File: config.mk
export PLATFORM = sky130hd
export DESIGN_NAME = wb_regfile_flat
export DESIGN_NICKNAME = d
export VERILOG_FILES = /design/src/rtl/wb_regfile_if.sv /design/src/rtl/wb_regfile.sv /design/src/flat_wrapper.sv
export SDC_FILE = /design/constraint.sdc
export NUM_CORES = 2
export LEC_CHECK = 0
export CELL_PAD_IN_SITES_DETAIL_PLACEMENT = 1
export CELL_PAD_IN_SITES_GLOBAL_PLACEMENT = 1
export CORE_ASPECT_RATIO = 1.25
export CORE_MARGIN = 5
export CORE_UTILIZATION = 45
export DETAILED_ROUTE_END_ITERATION = 12
export PLACE_DENSITY_LB_ADDON = 0.1
export SYNTH_ARGS = -nofsm -noshare
export SYNTH_HDL_FRONTEND = slang
export SYNTH_SLANG_ARGS = --single-unit
export TNS_END_PERCENT = 30
File: constraint.sdc
create_clock -name clk -period 42.4 [get_ports clk]
set_input_delay 6.36 -clock clk [delete_from_list [all_inputs] [get_ports clk]]
set_output_delay 6.36 -clock clk [all_outputs]
set_load 0.01 [all_outputs]
File: src/rtl/wb_regfile_if.sv
// wb_regfile_if -- bundles the writeback, issue and read-port signals of the
// register file with its scoreboard.
//   Writeback : RegWriteW, MemtoRegW, ReadDataW[31:0], ALUOutW[31:0], WriteRegW[4:0]
//   Read ports: A1[4:0], A2[4:0] -> RD1[31:0], RD2[31:0], Busy1, Busy2
//   Issue     : IssueValid, IssueReg[4:0]
//   Status    : ResultW[31:0], RetireCount[31:0], Overflow, Underflow
// The master modport is the pipeline side; the slave modport is the regfile.
interface wb_regfile_if;
  logic        RegWriteW;
  logic        MemtoRegW;
  logic [31:0] ReadDataW;
  logic [31:0] ALUOutW;
  logic [4:0]  WriteRegW;
  logic [4:0]  A1;
  logic [4:0]  A2;
  logic        IssueValid;
  logic [4:0]  IssueReg;
  logic [31:0] RD1;
  logic [31:0] RD2;
  logic        Busy1;
  logic        Busy2;
  logic [31:0] ResultW;
  logic [31:0] RetireCount;
  logic        Overflow;
  logic        Underflow;

  modport master (
    output RegWriteW, MemtoRegW, ReadDataW, ALUOutW, WriteRegW, A1, A2,
           IssueValid, IssueReg,
    input  RD1, RD2, Busy1, Busy2, ResultW, RetireCount, Overflow, Underflow
  );

  modport slave (
    input  RegWriteW, MemtoRegW, ReadDataW, ALUOutW, WriteRegW, A1, A2,
           IssueValid, IssueReg,
    output RD1, RD2, Busy1, Busy2, ResultW, RetireCount, Overflow, Underflow
  );
endinterface

File: src/rtl/wb_regfile.sv
// wb_regfile -- 32 x 32-bit register file with writeback bypass and a
// per-register pending-write scoreboard (2-bit saturating counts).
//   clk : rising-edge clock for all state
//   rst : asynchronous active-high reset, clears every register and flag
//   bus : wb_regfile_if.slave (writeback, issue, read ports, status outputs)
// Reads, ResultW and Busy are combinational; writes, counts, RetireCount and
// the sticky Overflow/Underflow flags update on the clock edge.
module wb_regfile (
  input  logic        clk,
  input  logic        rst,
  wb_regfile_if.slave bus
);

  logic [31:0][31:0] regs;
  logic [31:0][1:0]  pending;
  logic [31:0]       retireCount;
  logic              overflow;
  logic              underflow;

  logic [31:0] resultW;
  logic        retireEv;
  logic        issueEv;
  logic        sameReg;
  logic [31:0] rd1;
  logic [31:0] rd2;
  logic        busy1;
  logic        busy2;

  // Busy when more than one write is outstanding, or exactly one that is
  // not being retired right now. Register 0 is never busy.
  function automatic logic busyFor(input logic [4:0] a, input logic [1:0] cnt,
                                   input logic retireHit);
    logic b;
    if (a == 5'd0) begin
      b = 1'b0;
    end else if (cnt >= 2'd2) begin
      b = 1'b1;
    end else if (cnt == 2'd1) begin
      b = ~retireHit;
    end else begin
      b = 1'b0;
    end
    return b;
  endfunction

  // Writeback result select and event decode.
  always_comb begin
    resultW  = bus.MemtoRegW ? bus.ReadDataW : bus.ALUOutW;
    retireEv = bus.RegWriteW && (bus.WriteRegW != 5'd0);
    issueEv  = bus.IssueValid && (bus.IssueReg != 5'd0);
    // Issue and retire to one register cancel out, so neither update applies.
    sameReg  = issueEv && retireEv && (bus.IssueReg == bus.WriteRegW);
  end

  // Read ports with same-cycle bypass of the value being written back.
  always_comb begin
    rd1 = 32'd0;
    rd2 = 32'd0;
    if (bus.A1 == 5'd0) begin
      rd1 = 32'd0;
    end else if (retireEv && (bus.WriteRegW == bus.A1)) begin
      rd1 = resultW;
    end else begin
      rd1 = regs[bus.A1];
    end
    if (bus.A2 == 5'd0) begin
      rd2 = 32'd0;
    end else if (retireEv && (bus.WriteRegW == bus.A2)) begin
      rd2 = resultW;
    end else begin
      rd2 = regs[bus.A2];
    end
  end

  // Operand busy flags from the scoreboard counts.
  always_comb begin
    busy1 = busyFor(bus.A1, pending[bus.A1], retireEv && (bus.WriteRegW == bus.A1));
    busy2 = busyFor(bus.A2, pending[bus.A2], retireEv && (bus.WriteRegW == bus.A2));
  end

  // Register storage, scoreboard counts, retire counter and sticky flags.
  always_ff @(posedge clk or posedge rst) begin
    if (rst) begin
      regs        <= '0;
      pending     <= '0;
      retireCount <= 32'd0;
      overflow    <= 1'b0;
      underflow   <= 1'b0;
    end else begin
      if (retireEv) begin
        regs[bus.WriteRegW] <= resultW;
        retireCount         <= retireCount + 32'd1;
      end
      if (issueEv && !sameReg) begin
        if (pending[bus.IssueReg] == 2'd3) begin
          overflow <= 1'b1;
        end else begin
          pending[bus.IssueReg] <= pending[bus.IssueReg] + 2'd1;
        end
      end
      // The register write above still happens on an underflowing retire.
      if (retireEv && !sameReg) begin
        if (pending[bus.WriteRegW] == 2'd0) begin
          underflow <= 1'b1;
        end else begin
          pending[bus.WriteRegW] <= pending[bus.WriteRegW] - 2'd1;
        end
      end
    end
  end

  assign bus.ResultW     = resultW;
  assign bus.RD1         = rd1;
  assign bus.RD2         = rd2;
  assign bus.Busy1       = busy1;
  assign bus.Busy2       = busy2;
  assign bus.RetireCount = retireCount;
  assign bus.Overflow    = overflow;
  assign bus.Underflow   = underflow;

endmodule

File: src/flat_wrapper.sv
// flat-port wrapper written by rule: the top's interface ports become plain ports
module wb_regfile_flat 
  (clk, rst, bus_RegWriteW, bus_MemtoRegW, bus_ReadDataW, bus_ALUOutW, bus_WriteRegW, bus_A1, bus_A2, bus_IssueValid, bus_IssueReg, bus_RD1, bus_RD2, bus_Busy1, bus_Busy2, bus_ResultW, bus_RetireCount, bus_Overflow, bus_Underflow);
  wb_regfile_if bus_i ();
  input  logic clk;
  input  logic rst;
  input wire logic [$bits(bus_i.RegWriteW)-1:0] bus_RegWriteW;
  input wire logic [$bits(bus_i.MemtoRegW)-1:0] bus_MemtoRegW;
  input wire logic [$bits(bus_i.ReadDataW)-1:0] bus_ReadDataW;
  input wire logic [$bits(bus_i.ALUOutW)-1:0] bus_ALUOutW;
  input wire logic [$bits(bus_i.WriteRegW)-1:0] bus_WriteRegW;
  input wire logic [$bits(bus_i.A1)-1:0] bus_A1;
  input wire logic [$bits(bus_i.A2)-1:0] bus_A2;
  input wire logic [$bits(bus_i.IssueValid)-1:0] bus_IssueValid;
  input wire logic [$bits(bus_i.IssueReg)-1:0] bus_IssueReg;
  output wire logic [$bits(bus_i.RD1)-1:0] bus_RD1;
  output wire logic [$bits(bus_i.RD2)-1:0] bus_RD2;
  output wire logic [$bits(bus_i.Busy1)-1:0] bus_Busy1;
  output wire logic [$bits(bus_i.Busy2)-1:0] bus_Busy2;
  output wire logic [$bits(bus_i.ResultW)-1:0] bus_ResultW;
  output wire logic [$bits(bus_i.RetireCount)-1:0] bus_RetireCount;
  output wire logic [$bits(bus_i.Overflow)-1:0] bus_Overflow;
  output wire logic [$bits(bus_i.Underflow)-1:0] bus_Underflow;
  assign bus_i.RegWriteW = bus_RegWriteW;
  assign bus_i.MemtoRegW = bus_MemtoRegW;
  assign bus_i.ReadDataW = bus_ReadDataW;
  assign bus_i.ALUOutW = bus_ALUOutW;
  assign bus_i.WriteRegW = bus_WriteRegW;
  assign bus_i.A1 = bus_A1;
  assign bus_i.A2 = bus_A2;
  assign bus_i.IssueValid = bus_IssueValid;
  assign bus_i.IssueReg = bus_IssueReg;
  assign bus_RD1 = bus_i.RD1;
  assign bus_RD2 = bus_i.RD2;
  assign bus_Busy1 = bus_i.Busy1;
  assign bus_Busy2 = bus_i.Busy2;
  assign bus_ResultW = bus_i.ResultW;
  assign bus_RetireCount = bus_i.RetireCount;
  assign bus_Overflow = bus_i.Overflow;
  assign bus_Underflow = bus_i.Underflow;
  wb_regfile u_core (.clk(clk), .rst(rst), .bus(bus_i));
endmodule
======== After elaboration in Yosys (flattened, before gate mapping) ========
Index checks and enable logic that the tools add are counted.
cells by class
  add/sub/neg operators ................... 3
  $lt $le $gt $ge ......................... 8
  equality and inequality tests ........... 6
  multiplexer cells ....................... 36
  bitwise gates (word level) .............. 2
  reduce and logical (&&, ||, !) cells .... 18
operators with widths
  cell                                                                                  number
  1024-bit bitwise mux                                                                  1
  32-bit binary-select mux with 5-bit select                                            2
  32-bit 2-to-1 mux                                                                     8
  64-bit 2-to-1 mux                                                                     4
  32-bit demux with 5-bit select                                                        1
  64-bit bitwise mux                                                                    2
  2-bit binary-select mux with 5-bit select                                             4
  32-bit by 1-bit adder with 32-bit output (second input constant)                      1
  5-bit by 6-bit less-than comparator with 1-bit output (second input constant)         4
  2-bit demux with 5-bit select                                                         2
  5-bit == test                                                                         3
  2-bit 2-to-1 mux                                                                      6
  5-bit by 1-bit greater-or-equal comparator with 1-bit output (second input constant)  2
  1-bit logical AND                                                                     10
  5-bit zero test                                                                       2
  5-bit nonzero test                                                                    2
  1-bit 2-to-1 mux                                                                      6
  2-bit by 1-bit == test with 1-bit output (second input constant)                      2
  2-bit greater-or-equal comparator (second input constant)                             2
  2-bit AND reduction                                                                   2
  2-bit by 1-bit adder with 2-bit output (second input constant)                        1
  2-bit == test (second input constant)                                                 1
  2-bit zero test                                                                       1
  1-bit NOT                                                                             2
  2 further kinds                                                                       2
storage, ports and cells
  flip-flop bits (word level) ............. 1122

======== Depth between registers and ports, before layout ========
  depth after elaboration ................. 10
  depth in mapped cells ................... 15

======== Worst setup path before layout ========
OpenSTA, ideal clock, no wires.
  kind .................................... input to output
  from .................................... in bus_A1[0]
  to ...................................... out bus_RD1[0]
  arrival time ............................ 8.355 ns
  data required time ...................... 36.040 ns
  setup slack ............................. 27.685 ns
  stages on the path ...................... 9
  buffers on the path ..................... 4
  path through ............................ buf_2 buf_4 buf_2 buf_2 mux4_2 a211oi_1 a21oi_1 a32oi_1 o21ai_0
on the way
  word-level cells in the longest chain between the ends .. 4
  elaborated cells on any way between the ends .. 7
  classes of those cells .................. 1 x eq/ne; 4 x mux; 2 x reduce/logical
ends and longest elaborated chain
  item                                                                                 line                                text
  start: declaration                                                                   flat_wrapper.sv:12                  input wire logic [$bits(bus_i.A1)-1:0] bus_A1;
  32-bit binary-select mux with 5-bit select / 5-bit == test (equally long branches)   wb_regfile.sv:64, wb_regfile.sv:61
  32-bit 2-to-1 mux (not written as such) / 1-bit logical AND (equally long branches)  wb_regfile.sv:64, wb_regfile.sv:61
  32-bit 2-to-1 mux                                                                    wb_regfile.sv:61                    end else if (retireEv && (bus.WriteRegW == bus.A1)) begin
  32-bit 2-to-1 mux *                                                                  wb_regfile.sv:59                    if (bus.A1 == 5'd0) begin
  end: declaration                                                                     flat_wrapper.sv:16                  output wire logic [$bits(bus_i.RD1)-1:0] bus_RD1;
Mark *: on every way between the ends. The rest lies on a longest branch, timed or not. The select of a mux whose other input is x is not followed.

======== Worst setup path in the final report ========
  from .................................... in bus_A2[0]
  to ...................................... out bus_RD2[10]
on the way
  word-level cells in the longest chain between the ends .. 4
  elaborated cells on any way between the ends .. 7
  classes of those cells .................. 1 x eq/ne; 4 x mux; 2 x reduce/logical
ends and longest elaborated chain
  item                                                                                 line                                text
  start: declaration                                                                   flat_wrapper.sv:13                  input wire logic [$bits(bus_i.A2)-1:0] bus_A2;
  32-bit binary-select mux with 5-bit select / 5-bit == test (equally long branches)   wb_regfile.sv:71, wb_regfile.sv:68
  32-bit 2-to-1 mux (not written as such) / 1-bit logical AND (equally long branches)  wb_regfile.sv:71, wb_regfile.sv:68
  32-bit 2-to-1 mux                                                                    wb_regfile.sv:68                    end else if (retireEv && (bus.WriteRegW == bus.A2)) begin
  32-bit 2-to-1 mux *                                                                  wb_regfile.sv:66                    if (bus.A2 == 5'd0) begin
  end: declaration                                                                     flat_wrapper.sv:17                  output wire logic [$bits(bus_i.RD2)-1:0] bus_RD2;
Marks and branches as above.

==> results.sh <==
export IMPL_outcome="completed"
export IMPL_yosysWarnings=0
export IMPL_dr_pass1_iters=6
export IMPL_wl_per_cell_um=31.9
export IMPL_clock_latency_ps=750
export IMPL_synth_area_mux_share_pct=25.9
export IMPL_synth_adder_area_share_pct=0.0617
export IMPL_hold_viol=0
export IMPL_grt_pass1_vias=49700
export IMPL_layout_drive_gt1_share_pct=18.6
export IMPL_rows=150
export IMPL_cts_tree="done"
export IMPL_ys_seq_elements=1122
export IMPL_netlist_instances=5563
export IMPL_die_h_um=421
export IMPL_startpoint_type="primary input"
export IMPL_cts_root_buf="clkbuf_16"
export IMPL_synthXorXnorAreaFrac_pct=0.663
export IMPL_syn_avg_cell_area_um2=10.9
export IMPL_multi_input_area_mm2=0.0305
export IMPL_rsz0062_at_grt="false"
export IMPL_grt_usage_pct=32.2
export IMPL_ir_drop_v=0.0000336
export IMPL_min_period_ps=17510
export IMPL_ys_async_sr_fraction_pct=100
export IMPL_route_detailed_drc=0
export IMPL_vias=47400
export IMPL_final_cell_mix="1122 x dfrtp_1, 758 x a21oi_1, 741 x nor2_1"
export IMPL_cts_buffer_depth=3
export IMPL_maxSlewViolCount=0
export IMPL_syn_area_mm2=0.0608
export IMPL_critPathRequiredTime_ps=36040
export IMPL_antenna_violating_nets_post_route=0
export IMPL_cts_hold_buf=0
export IMPL_r2r_cells=12
export IMPL_clk_pin_slew_ps=60
export IMPL_dieArea_mm2=0.143
export IMPL_clock_skew_final_ps=16.8
export IMPL_place_gp_congestion=0.831
export IMPL_fmax_mhz=57.1
export IMPL_hold_start="u_core.regs[14]"
export IMPL_vias_per_cell=6.52
export IMPL_r2r_slack_ps=37820
export IMPL_cts_setup_buffers=0
export IMPL_initial_core_util_pct=45.4
export IMPL_crit_fanout=45
export IMPL_yosys_area_share_simple_pct=9.64
export IMPL_reg2reg_to="u_core.pending[4]"
export IMPL_cts_resized_gates=0
export IMPL_finalSetupViolations=0
export IMPL_timing_slew_headroom_pct=14.8
export IMPL_fin_ws_ps=24890
export IMPL_n_fill_cell=14100
export IMPL_worstHoldEndpoint="u_core.regs[14]"
export IMPL_cp_data_arrival_time_ps=11150
export IMPL_p_leak_nw=28.3
export IMPL_ys_flop_type="dfrtp_1"
export IMPL_ioPinCount=221
export IMPL_reg2reg_from="u_core.pending[42]"
export IMPL_port_buffers=220
export IMPL_grt_max_degree=167
export IMPL_worst_pin_slew_ps=1280
export IMPL_hold_path_class="reg2reg"
export IMPL_hold_path_depth=0
export IMPL_yosysSeqAreaShare_pct=46.2
export IMPL_ys_types=68
export IMPL_hpwl_um=134000
export IMPL_final_common_cell="dfrtp_1"
export IMPL_holdWs_ps=397
export IMPL_synth_top_family_by_area="multiplexers"
export IMPL_cts_sinks=1122
export IMPL_antenna_found_initial=3
export IMPL_maxCapViolCount=0
export IMPL_grt_first_pass_wirelength_um=344000
export IMPL_cts_made_buffers=117
export IMPL_end_kind="primary output"
export IMPL_wl_um=232000
export IMPL_area_growth_pct=12.2
export IMPL_h_tree_depth=3
export IMPL_critPathKind="in2out"
export IMPL_post_place_ws_ps=24920
export IMPL_coreArea_mm2=0.134
export IMPL_first_iter_violations=4303
export IMPL_syn_nets=5655
export IMPL_fin_tns_setup_ps=0
export IMPL_die_width_um=339
export IMPL_synth_edff_count=0
export IMPL_powerDensity_mw_per_mm2=52.0
export IMPL_synth_compound_area_share_pct=12.9
export IMPL_grt_overflow_total=0
export IMPL_nets=5518
export IMPL_regArea_mm2=0.0281
export IMPL_period_share_pct=41.3
-- report_power, final --
group	leakage [nW]	switching, mW	internal, mW
Combinational	12.5	0.447	0.469
Sequential	13.8	0.225	1.32
Clock	1.96	0.460	0.622
-- worst max path at each step --
stage,slack (ps),end,startpoint,cells past startpoint
after floorplan,4440,u_core.bus.Overflow,rst,1
after global placement,24880,bus_RD2[10],bus_A2[0],10
after detailed placement,24920,bus_RD2[10],bus_A2[0],10
after CTS,24900,bus_RD2[10],bus_A2[0],10
after global routing,24620,bus_RD2[10],bus_A2[0],10
final,24890,bus_RD2[10],bus_A2[0],10
-- layer usage --
metal	wire [µm]	global-route usage [%]	up-vias
li1	-	-	20000
met1	95300	43.6	25200
met2	111000	52.4	1808
met3	16000	5.33	456
met4	9830	12.4	4
met5	26	0	-
-- worst max-delay path: stages --
cell	delay, ps
buf_8	430
buf_4	780
buf_4	840
mux2i_1	180
a221oi_1	400
a21oi_1	120
o311ai_0	330
nor2_1	80
a211oi_1	770
clkdlybuf4s50_1	700
-- final cells by class --
| cell class | instances | area share [%] |
|---|---|---|
| Antenna cell | 2 | 0.00734 |
| Inverter | 43 | 0.251 |
| Clock buffer | 181 | 5.22 |
| Tap cell | 1748 | 3.21 |
| Multi-Input combinational cell | 3783 | 44.7 |
| Sequential cell | 1122 | 41.2 |
| Clock inverter | 35 | 0.600 |
| Timing Repair Buffer | 359 | 4.85 |
-- registers in the layout, summed over array words and instances (netlist names) --
register                cells
u_core.regs              1024
u_core.pending             64
u_core.bus.RetireCount     32
u_core.bus.Overflow         1
u_core.bus.Underflow        1
-- cell families (layout without fill, tap and decap cells) --
kind of cell / count (synthesis) / count (layout)
adder cells (fa/ha/maj): 3 / 3
XOR/XNOR: 46 / 46
multiplexers: 903 / 903
AO/OA/AOI/OAI: 1398 / 1398
AND/OR/NAND/NOR: 1433 / 1433
flip-flops: 1122 / 1122
other: 0 / 2
buffers and inverters: 658 / 618
-- per-stage QoR --
step	util [%]	power [mW]	area, µm²	std cells
global placement	47.9	2.42	64200	7055
finish	50.9	3.54	68200	7273
detailed placement	47.9	2.46	64200	7055
CTS	50.9	3.55	68200	7271
global route	50.9	3.71	68200	7272
floorplan	-	2.15	60800	5563
-- synthesized netlist by cell type (all sizes together), types with 17 or more instances --
library cell | number | area (µm²)
a221oi | 67 | 587
a21oi | 759 | 3810
a22oi | 32 | 240
and3 | 20 | 125
xnor2 | 35 | 307
buf | 233 | 1200
nor2b | 45 | 282
nor3 | 27 | 146
nand2 | 456 | 1710
o21ai | 345 | 1730
clkbuf | 382 | 1430
nor2 | 765 | 2880
nand4 | 17 | 106
mux2 | 57 | 642
mux4 | 532 | 12000
o22ai | 55 | 350
a211oi | 76 | 571
mux2i | 314 | 3140
nand3 | 55 | 275
inv | 41 | 154
dfrtp | 1122 | 28100
(Power assumes the default switching activity.)
